===== config.mk =====
export PLATFORM = sky130hd
export DESIGN_NAME = id_ex_elastic_reg
export DESIGN_NICKNAME = d
export VERILOG_FILES = /design/src/rtl/de_pkg.sv /design/src/rtl/pipe_skid_buf.sv /design/src/rtl/id_ex_elastic_reg.sv
export SDC_FILE = /design/constraint.sdc
export NUM_CORES = 1
export LEC_CHECK = 0
export BUFFER_PORTS_ARGS = -buffer_cell sky130_fd_sc_hd__buf_2
export CAP_MARGIN = 20
export CORE_MARGIN = 5
export CORE_UTILIZATION = 45
export CTS_CLUSTER_SIZE = 12
export DETAILED_ROUTE_END_ITERATION = 8
export GPL_TIMING_DRIVEN = 0
export PLACE_DENSITY = 0.71
export SLEW_MARGIN = 20
export SYNTH_ARGS = -nofsm -noshare
export SYNTH_HDL_FRONTEND = slang
export SYNTH_SLANG_ARGS = --single-unit

===== constraint.sdc =====
create_clock -name clk -period 1.7 [get_ports clk]
set_input_delay 0 -clock clk [delete_from_list [all_inputs] [get_ports clk]]
set_output_delay 0 -clock clk [all_outputs]
set_load 0.005 [all_outputs]

===== src/rtl/de_pkg.sv =====
// Decode->Execute payload types shared by the ID/EX stage register and its users.
// Contents: default field widths, control/data/payload packed structs, and a helper
// that clears the commit-capable control bits of an invalid entry.
package de_pkg;

  localparam int unsigned DE_XLEN     = 64;
  localparam int unsigned DE_REG_AW   = 5;
  localparam int unsigned DE_ALUCTL_W = 4;
  localparam int unsigned DE_RESSRC_W = 2;

  typedef struct packed {
    logic                   reg_write;
    logic [DE_RESSRC_W-1:0] result_src;
    logic                   mem_write;
    logic [DE_ALUCTL_W-1:0] alu_control;
    logic                   alu_src;
    logic                   branch;
    logic                   jump;
  } de_ctrl_t;

  typedef struct packed {
    logic [DE_XLEN-1:0]   rd1;
    logic [DE_XLEN-1:0]   rd2;
    logic [DE_XLEN-1:0]   pc;
    logic [DE_XLEN-1:0]   imm_ext;
    logic [DE_REG_AW-1:0] rd;
    logic [DE_REG_AW-1:0] rs1;
    logic [DE_REG_AW-1:0] rs2;
  } de_data_t;

  typedef struct packed {
    de_ctrl_t ctrl;
    de_data_t data;
  } de_payload_t;

  localparam int unsigned DE_PAYLOAD_W = $bits(de_payload_t);

  // An empty or flushed stage must never write the regfile/memory or redirect fetch.
  function automatic de_ctrl_t gate_ctrl(input de_ctrl_t c, input logic valid);
    de_ctrl_t g;
    g           = c;
    g.reg_write = c.reg_write & valid;
    g.mem_write = c.mem_write & valid;
    g.branch    = c.branch & valid;
    g.jump      = c.jump & valid;
    return g;
  endfunction

endpackage


===== src/rtl/pipe_skid_buf.sv =====
// Generic valid/ready pipeline register with synchronous flush and optional skid entry.
// Ports: clk, rst (async active-low), flush, in_valid/in_ready/in_data (upstream),
//        out_valid/out_ready/out_data (downstream).
// SKID=1: main + skid entry, in_ready comes straight from a flop.
// SKID=0: single entry, in_ready = ~out_valid | out_ready (combinational).
module pipe_skid_buf #(
  parameter int unsigned W    = 8,
  parameter bit          SKID = 1'b1
) (
  input  logic         clk,
  input  logic         rst,
  input  logic         flush,
  input  logic         in_valid,
  output logic         in_ready,
  input  logic [W-1:0] in_data,
  output logic         out_valid,
  input  logic         out_ready,
  output logic [W-1:0] out_data
);

  logic         main_valid, main_valid_n;
  logic         skid_valid, skid_valid_n;
  logic [W-1:0] main_data, main_data_n;
  logic [W-1:0] skid_data, skid_data_n;
  logic         rdy_q, rdy_n;
  logic         accept;
  logic         load_main;

  // Main entry can take new data when it is empty or being consumed this cycle.
  assign load_main = ~main_valid | out_ready;
  assign in_ready  = SKID ? rdy_q : load_main;
  assign accept    = in_valid & in_ready;
  assign out_valid = main_valid;
  assign out_data  = main_data;

  // Next-state: flush wins, then skid drains into main, then input fills main or skid.
  always_comb begin
    main_valid_n = main_valid;
    main_data_n  = main_data;
    skid_valid_n = skid_valid;
    skid_data_n  = skid_data;
    if (flush) begin
      main_valid_n = 1'b0;
      skid_valid_n = 1'b0;
    end else if (load_main) begin
      if (skid_valid) begin
        main_valid_n = 1'b1;
        main_data_n  = skid_data;
        skid_valid_n = 1'b0;
      end else begin
        main_valid_n = accept;
        if (accept) begin
          main_data_n = in_data;
        end
      end
    end else if (accept && SKID) begin
      skid_valid_n = 1'b1;
      skid_data_n  = in_data;
    end
    rdy_n = ~skid_valid_n;
  end

  // State registers.
  always_ff @(posedge clk or negedge rst) begin
    if (!rst) begin
      main_valid <= 1'b0;
      skid_valid <= 1'b0;
      main_data  <= '0;
      skid_data  <= '0;
      rdy_q      <= 1'b1;
    end else begin
      main_valid <= main_valid_n;
      skid_valid <= skid_valid_n;
      main_data  <= main_data_n;
      skid_data  <= skid_data_n;
      rdy_q      <= rdy_n;
    end
  end

endmodule


===== src/rtl/id_ex_elastic_reg.sv =====
// Decode->Execute elastic stage register.
// Ports: clk, rst (async active-low), flush, in_valid/in_ready + *_D decode fields,
//        out_valid/out_ready + *_E execute fields, stall_cnt/bubble_cnt perf counters.
// Packs the D fields into de_payload_t, buffers them in pipe_skid_buf, gates the
// commit-capable controls with out_valid and keeps saturating stall/bubble counters.
module id_ex_elastic_reg
  import de_pkg::*;
#(
  parameter int unsigned XLEN     = DE_XLEN,
  parameter int unsigned REG_AW   = DE_REG_AW,
  parameter int unsigned ALUCTL_W = DE_ALUCTL_W,
  parameter int unsigned RESSRC_W = DE_RESSRC_W,
  parameter bit          SKID     = 1'b1,
  parameter int unsigned CNT_W    = 32
) (
  input  logic                clk,
  input  logic                rst,
  input  logic                flush,
  input  logic                in_valid,
  output logic                in_ready,
  input  logic [XLEN-1:0]     RD1_D,
  input  logic [XLEN-1:0]     RD2_D,
  input  logic [XLEN-1:0]     PC_D,
  input  logic [XLEN-1:0]     ImmExt_D,
  input  logic [REG_AW-1:0]   Rd_D,
  input  logic [REG_AW-1:0]   Rs1_D,
  input  logic [REG_AW-1:0]   Rs2_D,
  input  logic                RegWrite_D,
  input  logic [RESSRC_W-1:0] ResultSrc_D,
  input  logic                MemWrite_D,
  input  logic [ALUCTL_W-1:0] ALUControl_D,
  input  logic                ALUSrc_D,
  input  logic                Branch_D,
  input  logic                Jump_D,
  output logic                out_valid,
  input  logic                out_ready,
  output logic [XLEN-1:0]     RD1_E,
  output logic [XLEN-1:0]     RD2_E,
  output logic [XLEN-1:0]     PC_E,
  output logic [XLEN-1:0]     ImmExt_E,
  output logic [REG_AW-1:0]   Rd_E,
  output logic [REG_AW-1:0]   Rs1_E,
  output logic [REG_AW-1:0]   Rs2_E,
  output logic                RegWrite_E,
  output logic [RESSRC_W-1:0] ResultSrc_E,
  output logic                MemWrite_E,
  output logic [ALUCTL_W-1:0] ALUControl_E,
  output logic                ALUSrc_E,
  output logic                Branch_E,
  output logic                Jump_E,
  output logic [CNT_W-1:0]    stall_cnt,
  output logic [CNT_W-1:0]    bubble_cnt
);

  localparam logic [CNT_W-1:0] CNT_MAX = {CNT_W{1'b1}};

  de_payload_t d_pl;
  de_payload_t e_pl;
  de_ctrl_t    e_ctrl;

  // Pack decode-side fields.
  always_comb begin
    d_pl                  = '0;
    d_pl.ctrl.reg_write   = RegWrite_D;
    d_pl.ctrl.result_src  = DE_RESSRC_W'(ResultSrc_D);
    d_pl.ctrl.mem_write   = MemWrite_D;
    d_pl.ctrl.alu_control = DE_ALUCTL_W'(ALUControl_D);
    d_pl.ctrl.alu_src     = ALUSrc_D;
    d_pl.ctrl.branch      = Branch_D;
    d_pl.ctrl.jump        = Jump_D;
    d_pl.data.rd1         = DE_XLEN'(RD1_D);
    d_pl.data.rd2         = DE_XLEN'(RD2_D);
    d_pl.data.pc          = DE_XLEN'(PC_D);
    d_pl.data.imm_ext     = DE_XLEN'(ImmExt_D);
    d_pl.data.rd          = DE_REG_AW'(Rd_D);
    d_pl.data.rs1         = DE_REG_AW'(Rs1_D);
    d_pl.data.rs2         = DE_REG_AW'(Rs2_D);
  end

  pipe_skid_buf #(
    .W    (DE_PAYLOAD_W),
    .SKID (SKID)
  ) u_buf (
    .clk       (clk),
    .rst       (rst),
    .flush     (flush),
    .in_valid  (in_valid),
    .in_ready  (in_ready),
    .in_data   (d_pl),
    .out_valid (out_valid),
    .out_ready (out_ready),
    .out_data  (e_pl)
  );

  // Unpack execute-side fields; data holds its last value while invalid.
  assign e_ctrl       = gate_ctrl(e_pl.ctrl, out_valid);
  assign RegWrite_E   = e_ctrl.reg_write;
  assign ResultSrc_E  = RESSRC_W'(e_ctrl.result_src);
  assign MemWrite_E   = e_ctrl.mem_write;
  assign ALUControl_E = ALUCTL_W'(e_ctrl.alu_control);
  assign ALUSrc_E     = e_ctrl.alu_src;
  assign Branch_E     = e_ctrl.branch;
  assign Jump_E       = e_ctrl.jump;
  assign RD1_E        = XLEN'(e_pl.data.rd1);
  assign RD2_E        = XLEN'(e_pl.data.rd2);
  assign PC_E         = XLEN'(e_pl.data.pc);
  assign ImmExt_E     = XLEN'(e_pl.data.imm_ext);
  assign Rd_E         = REG_AW'(e_pl.data.rd);
  assign Rs1_E        = REG_AW'(e_pl.data.rs1);
  assign Rs2_E        = REG_AW'(e_pl.data.rs2);

  // Saturating perf counters, cleared only by reset.
  always_ff @(posedge clk or negedge rst) begin
    if (!rst) begin
      stall_cnt  <= '0;
      bubble_cnt <= '0;
    end else begin
      if (out_valid && !out_ready && (stall_cnt != CNT_MAX)) begin
        stall_cnt <= stall_cnt + CNT_W'(1);
      end
      if (!out_valid && (bubble_cnt != CNT_MAX)) begin
        bubble_cnt <= bubble_cnt + CNT_W'(1);
      end
    end
  end

endmodule


# After elaboration in Yosys (flattened, before gate mapping)

Index checks and enable logic that the tools add are counted.

Register bits: 631
Logic and storage cells: 38

Reduce and logical (&&, ||, !) cells: 9
Mux-type cells: 8
$add $sub $neg: 2
Equal/unequal tests: 2
Bitwise operators: 10

Operator list:

| operator                                                        | count |
|---|---|
| 282-bit two-way mux                                             | 2 |
| 32-bit by 1-bit adder with 32-bit output, second input constant | 2 |
| 32-bit != test, second input constant                           | 2 |
| 1-bit two-way mux                                               | 6 |
| 3-bit AND reduction                                             | 2 |
| 1-bit bitwise AND                                               | 5 |
| 1-bit inverter                                                  | 4 |
| 2-bit nonzero test                                              | 2 |
| 1-bit logical AND                                               | 3 |
| 1-bit zero test                                                 | 2 |
| 1-bit OR                                                        | 1 |

# Depth between registers and ports, before layout

Depth in word-level cells: 5
Mapped depth: 7

# Modules after synthesis

From an unflattened synthesis, not the netlist that was laid out.

Cell total of the unflattened synthesis: 1,814
Area, all modules: 27,626.5 um^2

Modules (own cells, without submodules):

| module            | times used | cells an instance | area each (um^2) | sequential area each (um^2) |
|---|---|---|---|---|
| pipe_skid_buf     | 1          | 1,516             | 24,415.9         | 14,189.9 |
| id_ex_elastic_reg | 1          | 298               | 3,210.6          | 1,601.5 |

# Worst setup path after synthesis

Ideal clock, no wire load.

Path kind: flip-flop to flip-flop
Start: register bubble_cnt[24]
End: register bubble_cnt[13]
Stages on the path, launching flop included: 8
Clock period less this slack: 1,954 ps
Library setup time: 138 ps
Data required time: 1,562 ps
Arrival time: 1,816 ps
Slack: -254 ps
Path buffers: 2
Cells stage by stage: dfrtp_1 -> nand3_1 -> or3_4 -> nor4bb_1 -> clkbuf_2 -> buf_6 -> nor4_1 -> xor2_1

Word-level cells in the longest chain between the ends: 2

Ends and longest elaborated chain:

| element                  | line                     | source |
|---|---|---|
| start: declaration       | id_ex_elastic_reg.sv:52  | `output logic [CNT_W-1:0] bubble_cnt` |
| start signal: assignment | id_ex_elastic_reg.sv:122 | `bubble_cnt <= bubble_cnt + CNT_W'(1);` |
| 32-bit != test           | id_ex_elastic_reg.sv:121 | `if (!out_valid && (bubble_cnt != CNT_MAX)) begin` |
| 1-bit logical AND        | id_ex_elastic_reg.sv:121 |  |

No other way between the ends.
A chain may end at the register's enable or synchronous reset.

# Worst setup path in the final report

Start: register bubble_cnt[16]
End: register bubble_cnt[24]

Word-level cells in the longest chain between the ends: 2

Ends and longest elaborated chain:

| element |
|---|
| branches (longest 2 deep; another with 32-bit by 1-bit adder with 32-bit output) |

Several ways; the timed one is not identified.

==> impl_metrics.tcl <==
set metrics [dict create \
    r2r_slack_ps -240 \
    drtPass1Iterations 5 \
    syn_inst 2401 \
    max_freq_mhz 514 \
    cts_root_buf "clkbuf_16" \
    syn_avg_cell_area_um2 11.9 \
    grt_pass1_wl_mm 141 \
    critPathKind "flop to flop" \
    critPathRequiredTime_ps 2170 \
    timing.rr.start "bubble_cnt[16]" \
    hold_ws_ps -574 \
    finalNetCount 3843 \
    cts.sinks 631 \
    num_io_pins 635 \
    die_height_um 262 \
    overflow 0 \
    p_leak_uw 0.0195 \
    crit_buf_inv 1 \
    synth_top_cell_area_share 0.554 \
    syn-num-nets 2690 \
    path_max_fanout 6 \
    violations "hold timing, setup timing" \
    synthMuxAreaShare 0.212 \
    synthToLayoutAreaGrowth_pct 50.6 \
    post-route-period-util 1.14 \
    antenna_found_initial 6 \
    htreeDepth 3 \
    slew_violations 0 \
    synthAdderAreaFrac 0.000879 \
    cp_slowest_cell "or4_4" \
    cts_buffer_depth 3 \
    synth.distinct_cells 50 \
    netlist_area_um2 28500 \
    critical_path.top_delay_family "simple AND/OR/NAND/NOR gates" \
    yosysSeqAreaShare 0.555 \
    fin_skew_ps 22.7 \
    synthXorXnorAreaFrac 0.0175 \
    ys_seq_elements 631 \
    synth-simple-area-share 0.0695 \
    cpPeakStageDelay_ps 570 \
    drt_iter0_drc 1302 \
    ys_top_cells_by_area "dfrtp_1, mux2_2, mux2i_1" \
    slew_headroom 0.484 \
    drc_errors 0 \
    status "finished, violations left" \
    rsz0062_at_grt "true" \
    worstPathArrival_ps 2410 \
    setup_viol 525 \
    cap_violations 0 \
    synth_compound_area_frac 0.0529 \
    hold_violations 149 \
    row_count 92 \
    finalPower_uw 46800 \
    cts_tree "done" \
    power_density_nw_per_um2 1090 \
    worst_setup_path_start_kind "flop" \
    start_util 0.453 \
    dieArea_um2 68400 \
    postCtsHoldBufs 286 \
    cts.reportedPaths.clkPinSlew_ps 60 \
    period_minus_slack_ps 1940 \
    setup_slack_ps -244 \
    synth_top_family_by_area "multiplexers" \
    drt_wl_total_mm 96.1 \
    fill_cells 4194 \
    grt_max_degree 96 \
    cts_buffers 71 \
    synth_top_area_cell "dfrtp_1" \
    fp.coreArea_um2 62900 \
    grt_usage 0.261 \
    avgRoutedWirePerCell_um 21.6 \
    reg2reg_to "bubble_cnt[24]" \
    ff2ff_path_depth 6 \
    routed_via_density 5.19 \
    hold_path_class "input pin to async pin" \
    grt_pass1_vias 24918 \
    ys_warn_count 0 \
    io_buffer_count 634 \
    drive_gt1_frac 0.473 \
    cp_cell_sequence "nand3_4, or4_4, o2111ai_4, buf_6, nor2_1, xor2_1" \
    fin_util 0.682 \
    vdd_ir_drop_max_mv 1.12 \
    ant_nets 0 \
    gp_congestion 0.857 \
    cp-end-kind "flop" \
    chipWidth_um 262 \
    num_vias 23126 \
    hpwlAfterDp_mm 60.1 \
    worstMarginPinSlew_ps 774 \
    worstSkewPairLatency_ps 610 \
]
## worst reg2reg max path: stages (launching register included)
cell and delay [ps]:
dfrtp_2 440, nand3_4 100, or4_4 570, o2111ai_4 330
buf_6 170, nor2_1 60, xor2_1 150
## cells by family after synthesis
| logic type | Yosys count |
|---|---|
| adders and majority gates | 2 |
| AOI/OAI and AO/OA | 296 |
| buffers and inverters | 416 |
| muxes | 566 |
| and+or+nand+nor | 433 |
| DFF | 631 |
| xor gates and xnor gates | 57 |
## how the worst max path moves through the flow
stage | start | slack (ps) | cells past startpoint | end
2_1_floorplan | bubble_cnt[24] | -150 | 7 | bubble_cnt[13]
3_3_place_gp | rst | -12140 | 1 | u_buf.skid_data[233]
3_5_place_dp | u_buf.skid_valid | -1390 | 7 | u_buf.out_data[277]
4_1_cts | u_buf.out_valid | -170 | 6 | u_buf.skid_data[166]
5_1_grt | bubble_cnt[16] | -280 | 6 | bubble_cnt[24]
6_report | bubble_cnt[16] | -240 | 6 | bubble_cnt[24]
## metrics by stage
| stage | setup slack, ps | setup TNS (ps) | cells | hold WS [ps] | instance area, um^2 |
|---|---|---|---|---|---|
| after CTS | -170 | -39580 | 4372 | -563 | 41500 |
| after global routing | -282 | -82900 | 4452 | -515 | 42900 |
| final | -244 | -34810 | 4457 | -574 | 42900 |
| after global placement | -12140 | -8219220 | 3881 | 214 | 32900 |
| after floorplan | -154 | -2760 | 2401 | -296 | 28700 |
| after detailed placement | -1390 | -684040 | 3888 | 87.7 | 33100 |
## cells in the mapped netlist (all sizes together)
cell	n
dfrtp	630
buf	308
nor2	302
a21oi	286
mux2	284
mux2i	282
clkbuf	102
xnor2	30
nand2	29
xor2	27
nand3	24
nand4	17
nor4	13
nor3	12
and2	7
nor4b	7
inv	6
and3	5
a31oi	3
and4	3
or4	3
ha	2
nand2b	2
nor2b	2
nor3b	2
or3	2
a21boi	1
a21o	1
and3b	1
dfstp	1
nor4bb	1
o2111ai	1
o211ai	1
o21a	1
o21bai	1
o22a	1
or2	1
## final cells by class
class	instances	area, um^2	area share
Sequential cell	631	15800	0.369
Multi-Input combinational cell	1354	11400	0.266
Timing Repair Buffer	1083	8300	0.194
Buffer	407	3930	0.0916
Clock buffer	100	2040	0.0475
Tap cell	846	1060	0.0247
Clock inverter	21	298	0.00695
Inverter	6	22.5	0.000525
Antenna cell	9	22.5	0.000525
## cells in the final DEF, fill, tap and decap left out, types with 4 or more instances in the layout
master | netlist | routed
dfrtp_1 | 630 | 612
and2_1 | 7 | 7
buf_2 | 21 | 635
dfrtp_2 | 0 | 18
nor4b_4 | 1 | 6
xnor2_1 | 30 | 29
nand4_1 | 16 | 16
nor2_1 | 302 | 294
nand3_1 | 24 | 11
buf_8 | 0 | 17
xor2_1 | 27 | 27
bufinv_16 | 0 | 5
clkbuf_8 | 0 | 47
nor3_4 | 0 | 6
clkbuf_4 | 0 | 19
clkbuf_16 | 0 | 105
mux2i_1 | 282 | 281
nor2_4 | 0 | 5
dlygate4sd3_1 | 0 | 286
mux2_4 | 0 | 200
clkinv_2 | 0 | 7
clkbuf_1 | 101 | 15
nor4_2 | 5 | 5
buf_12 | 0 | 42
inv_1 | 6 | 6
diode_2 | 0 | 9
a21oi_1 | 286 | 275
mux2_2 | 284 | 84
nand2_1 | 29 | 26
nor3_2 | 0 | 4
buf_16 | 0 | 22
clkbuf_2 | 1 | 15
buf_6 | 2 | 18
nor4_4 | 1 | 8
buf_4 | 277 | 369
a21oi_2 | 0 | 9
and3_1 | 5 | 5
nand3_2 | 0 | 10
## metal layers
metal / up-vias / track usage / part of all wire
met4: 2 / 0.136 / 0.056
met3: 310 / 0.0694 / 0.068
li1: 10299 / - / -
met5: - / 0 / 0.00014
met1: 11666 / 0.302 / 0.37
met2: 849 / 0.445 / 0.50
## registers in the layout (all words and copies together) (netlist names)
name,cells
stall_cnt,32
bubble_cnt,32
u_buf.out_data,282
u_buf.skid_valid,1
u_buf.in_ready,1
u_buf.out_valid,1
u_buf.skid_data,282
## power breakdown
part | switching [uW] | internal, uW | leakage [uW]
Combinational | 4450 | 6630 | 0.0109
Clock | 6370 | 9160 | 0.00115
Sequential | 2010 | 18100 | 0.00744
Total | 12800 | 33900 | 0.0195
## timing repair
action	CTS	global route
endpoints found under the hold margin	710	92
setup buffers	49	66
gates cloned	29	13
gates resized for setup	527	171
endpoints found under the setup margin	632	711
pin swaps	16	48
Power figures use the tool's default switching activity.
